<file path="src/rtl/program_counter.sv">
// Registered program counter for the instruction sequencer.
// Per edge: load a branch/jump target, step by one, or hold; reset forces RESET_ADDR.
module program_counter #(
    parameter int unsigned           WIDTH      = 12,
    parameter logic [WIDTH-1:0]      RESET_ADDR = '0
) (
    input  logic             clk,
    input  logic             rst,
    input  logic             loadPC,
    input  logic             incPC,
    input  logic [WIDTH-1:0] address,
    output logic [WIDTH-1:0] execadd
);

    logic [WIDTH-1:0] pc_q;
    logic [WIDTH-1:0] pc_d;

    // Load outranks increment; the increment wraps modulo 2^WIDTH.
    always_comb begin
        pc_d = pc_q;
        if (loadPC) begin
            pc_d = address;
        end else if (incPC) begin
            pc_d = pc_q + WIDTH'(1);
        end
    end

    always_ff @(posedge clk or posedge rst) begin
        if (rst) begin
            pc_q <= RESET_ADDR;
        end else begin
            pc_q <= pc_d;
        end
    end

    assign execadd = pc_q;

endmodule

</file>
<file path="config.mk">
export PLATFORM = sky130hd
export DESIGN_NAME = program_counter
export DESIGN_NICKNAME = d
export VERILOG_FILES = /design/src/rtl/program_counter.sv
export SDC_FILE = /design/constraint.sdc
export NUM_CORES = 1
export LEC_CHECK = 0
export CAP_MARGIN = 0
export CORE_MARGIN = 8
export CORE_UTILIZATION = 40
export DETAILED_ROUTE_END_ITERATION = 10
export PLACE_DENSITY = 0.86
export SLEW_MARGIN = 25
export SYNTH_ARGS = -nofsm -noshare
export SYNTH_HDL_FRONTEND = slang
export SYNTH_SLANG_ARGS = --single-unit
</file>
<file path="constraint.sdc">
create_clock -name clk -period 1.8 [get_ports clk]
set_input_delay 0.36 -clock clk [delete_from_list [all_inputs] [get_ports clk]]
set_output_delay 0.36 -clock clk [all_outputs]
set_load 0.02 [all_outputs]
</file>
==> out/summary.txt <==
Status -> finished, final reports clean
Endpoints failing setup -> 0
Initial antenna violation count -> 0
Top Family by Delay on Critical Path -> buffers and inverters
Core box area -> 1710 um^2
Xor/xnor share of the synthesized area -> 4.93%
Setup crit end kind -> output port
Maximum vdd drop -> 0.433 mV
Compound-gate portion of the synthesized area -> 14.3%
Slowest cell on crit path -> clkdlybuf4s50_1
Adder-cell share of the synthesized area -> 1.76%
Iteration-0 DRC Markers -> 31
Fillers -> 140
Synth warn -> 0
Period Utilization, post-route -> 97.3%
Area share of and/or/nand/nor cells after synthesis -> 31.7%
Skew final -> 0.00293 ns
Startpoint Class -> flip-flop
Filler-free cell count of the finished design -> 135
Post-synthesis async set-or-reset flop share -> 100%
Placement Setup Slack -> -0.0547 ns
Cell Chain, Critical Path -> clkdlybuf4s50_1
RePlAce Congestion -> 0.820
Final-report hold violation count -> 0
Nets -> 129
Clock slew at reported path FFs -> 0.07 ns
Via density -> 5.30
Seq cells post-synth -> 12
Detail Route Antenna Nets -> 0
RSZ-0062 raised after global routing -> false
Final HPWL from detailed placement -> 1.51 mm
Setup CP Type -> flip-flop to output port
Power share of the combinational group -> 31.6%
Fmax -> 0.571 GHz
Ys flop type -> dfrtp_1
Avg Inst Size Synth -> 9.35 um^2
Leakage -> 0.442 nW
Least-Margin Pin Slew -> 0.468 ns
Largest family of logic cells by synthesized area -> simple AND/OR/NAND/NOR gates
Max clock buf depth -> 2
Worst hold path class -> primary input to asynchronous set/reset pin
Slew headroom -> 68.8%
Cells after DPL -> 132
Mapped cell area -> 711 um^2
Post-synthesis mux area share -> 1.41%
Largest stage delay, worst path -> 0.66 ns
Critical Path RT -> 1.44 ns
MaxCap Viol Count -> 0
Largest area contributor in the synthesized netlist -> dfrtp_1
Register area share after synthesis -> 42.3%
Pint -> 500 uW
Switch share -> 32.4%
Clk_lat worst skew -> 0.26 ns
Crit path buffers/inverters -> 1
Multi-input gate area -> 384 um^2
Layout cells sized above 1 -> 12.7%
ANT cells -> 0
Grt ovf -> 0
Drc violations -> 0
Routed WL -> 1.89 mm
Clock tree from TritonCTS -> done
I/O Buffers -> 27
Routed WL per cell -> 14.0 um
Total track usage -> 12.7%
Die height -> 58.2 um
Leading post-synthesis cells by cell area -> dfrtp_1 (42%), nand4_4 (6.0%), nand2_1 (5.8%)
Clock root cell -> clkbuf_4
Initial Util -> 41.6%
CTS buffer count -> 3
Sink Count -> 12
Post-Syn Instances -> 76
Leading cell type in the layout, fill and taps excluded -> clkdlybuf4s50_1
Number of detailed-route iterations in the first pass -> 4
Number of flip-flops in the largest register -> 12
Via Count -> 715
Layout area overhead -> 51.6%
Largest net degree at the start of global routing -> 16
Clock network power share -> 21.7%
First-pass GRT wire length -> 3.40 mm
Most frequent cells in the layout -> clkdlybuf4s50_1 (25), dfrtp_1 (12), nand2_1 (11)
Top-area cell type share of the netlist area -> 42.3%
CTS H-tree depth -> 1
Number of flops mapped to enable cells by yosys -> 0
Crit-path max FO -> 5
Reg power frac -> 46.7%
Die Wd -> 58.2 um
Post-DP Area -> 1050 um^2
Net count after synthesis -> 93
Row count -> 15
P per Cell Area -> 687 nW/um^2
Sw power -> 240 uW
Worst EP arrival -> 1.39 ns
Die ar. -> 3380 um^2
Max Slew Vio Count -> 0
Sequential cell area -> 300 um^2
IO Pins -> 28
Vias in the first global route -> 746
Setup ws final -> 0.0488 ns
Number of distinct library cells after synthesis -> 25
Tmin final -> 1.75 ns
Final Cell Area -> 1080 um^2
synth_stat cells, types with 2 or more instances:
library cell	instances
dfrtp_1	12
xor2_1	3
a31oi_1	2
nand2_1	11
o211ai_1	3
o31ai_1	2
or4_1	5
inv_1	3
nand3_1	8
o21ai_0	7
nor2b_1	2
nor2_1	3
nand4_4	2
clkbuf_1	2
per-stage QoR:
stage / TNS (ns) / hold slack [ns] / total power, mW / util [%]
final: 0 / 0.408 / 0.740 / 63.1
after global routing: 0 / 0.447 / 0.789 / 63.1
after CTS: 0 / 0.421 / 0.744 / 62.8
after detailed placement: -0.139 / 0.568 / 0.588 / 61.5
after global placement: -0.0189 / 0.556 / 0.579 / 61.5
after floorplan: 0 / 0.225 / 0.459 / -
cells by family (layout without fill, tap and decap cells):
logic type,after synthesis,count (layout)
flops,12,12
fa+ha+maj,1,1
buf+inv,6,40
simple gates,36,36
xor+xnor,4,4
mux,1,1
compound gates,16,16
power by group through the flow:
stage               registers, mW  logic [mW]  clock network (mW)
floorplan                   0.381      0.0782                   0
CTS                         0.346       0.237               0.160
finish                      0.346       0.234               0.161
global placement            0.349       0.230                   0
global route                0.353       0.256               0.180
detailed placement          0.352       0.236                   0
what timing repair did:
item,4_1_cts,5_1_grt
setup buffers,0,0
endpoints found under the setup margin,0,2
resized for setup,0,2
hold buffers,0,0
path summary, 6_finish.rpt:
| path | start | endpoint | slack, ns | depth (start not counted) |
|---|---|---|---|---|
| max reg2reg | execadd[0] | execadd[8] | 0.20 | 4 |
| min | rst | execadd[9] | 0.41 | 2 |
| max in group asynchronous | rst | execadd[3] | 1.07 | 2 |
| min in group clk | execadd[11] | execadd[11] | 0.59 | 2 |
| min reg2reg | execadd[11] | execadd[11] | 0.59 | 2 |
| max | execadd[4] | execadd[4] | 0.05 | 1 |
routing by layer:
metal,GRT usage (%),vias up,part of all wire [%]
li1,-,353,-
met1,16.0,337,46
met2,19.9,23,48
met3,3.53,2,5.6
met4,5.24,0,0.64
met5,0,-,0
cell type report:
cell class,instances,area share (%)
multi-input combinational,58,35.7
timing repair buffer,34,30.4
tap,25,2.90
clock buffer,3,2.09
sequential,12,27.9
inverter,3,1.05
No activity file was read; power rests on OpenSTA's default activity.
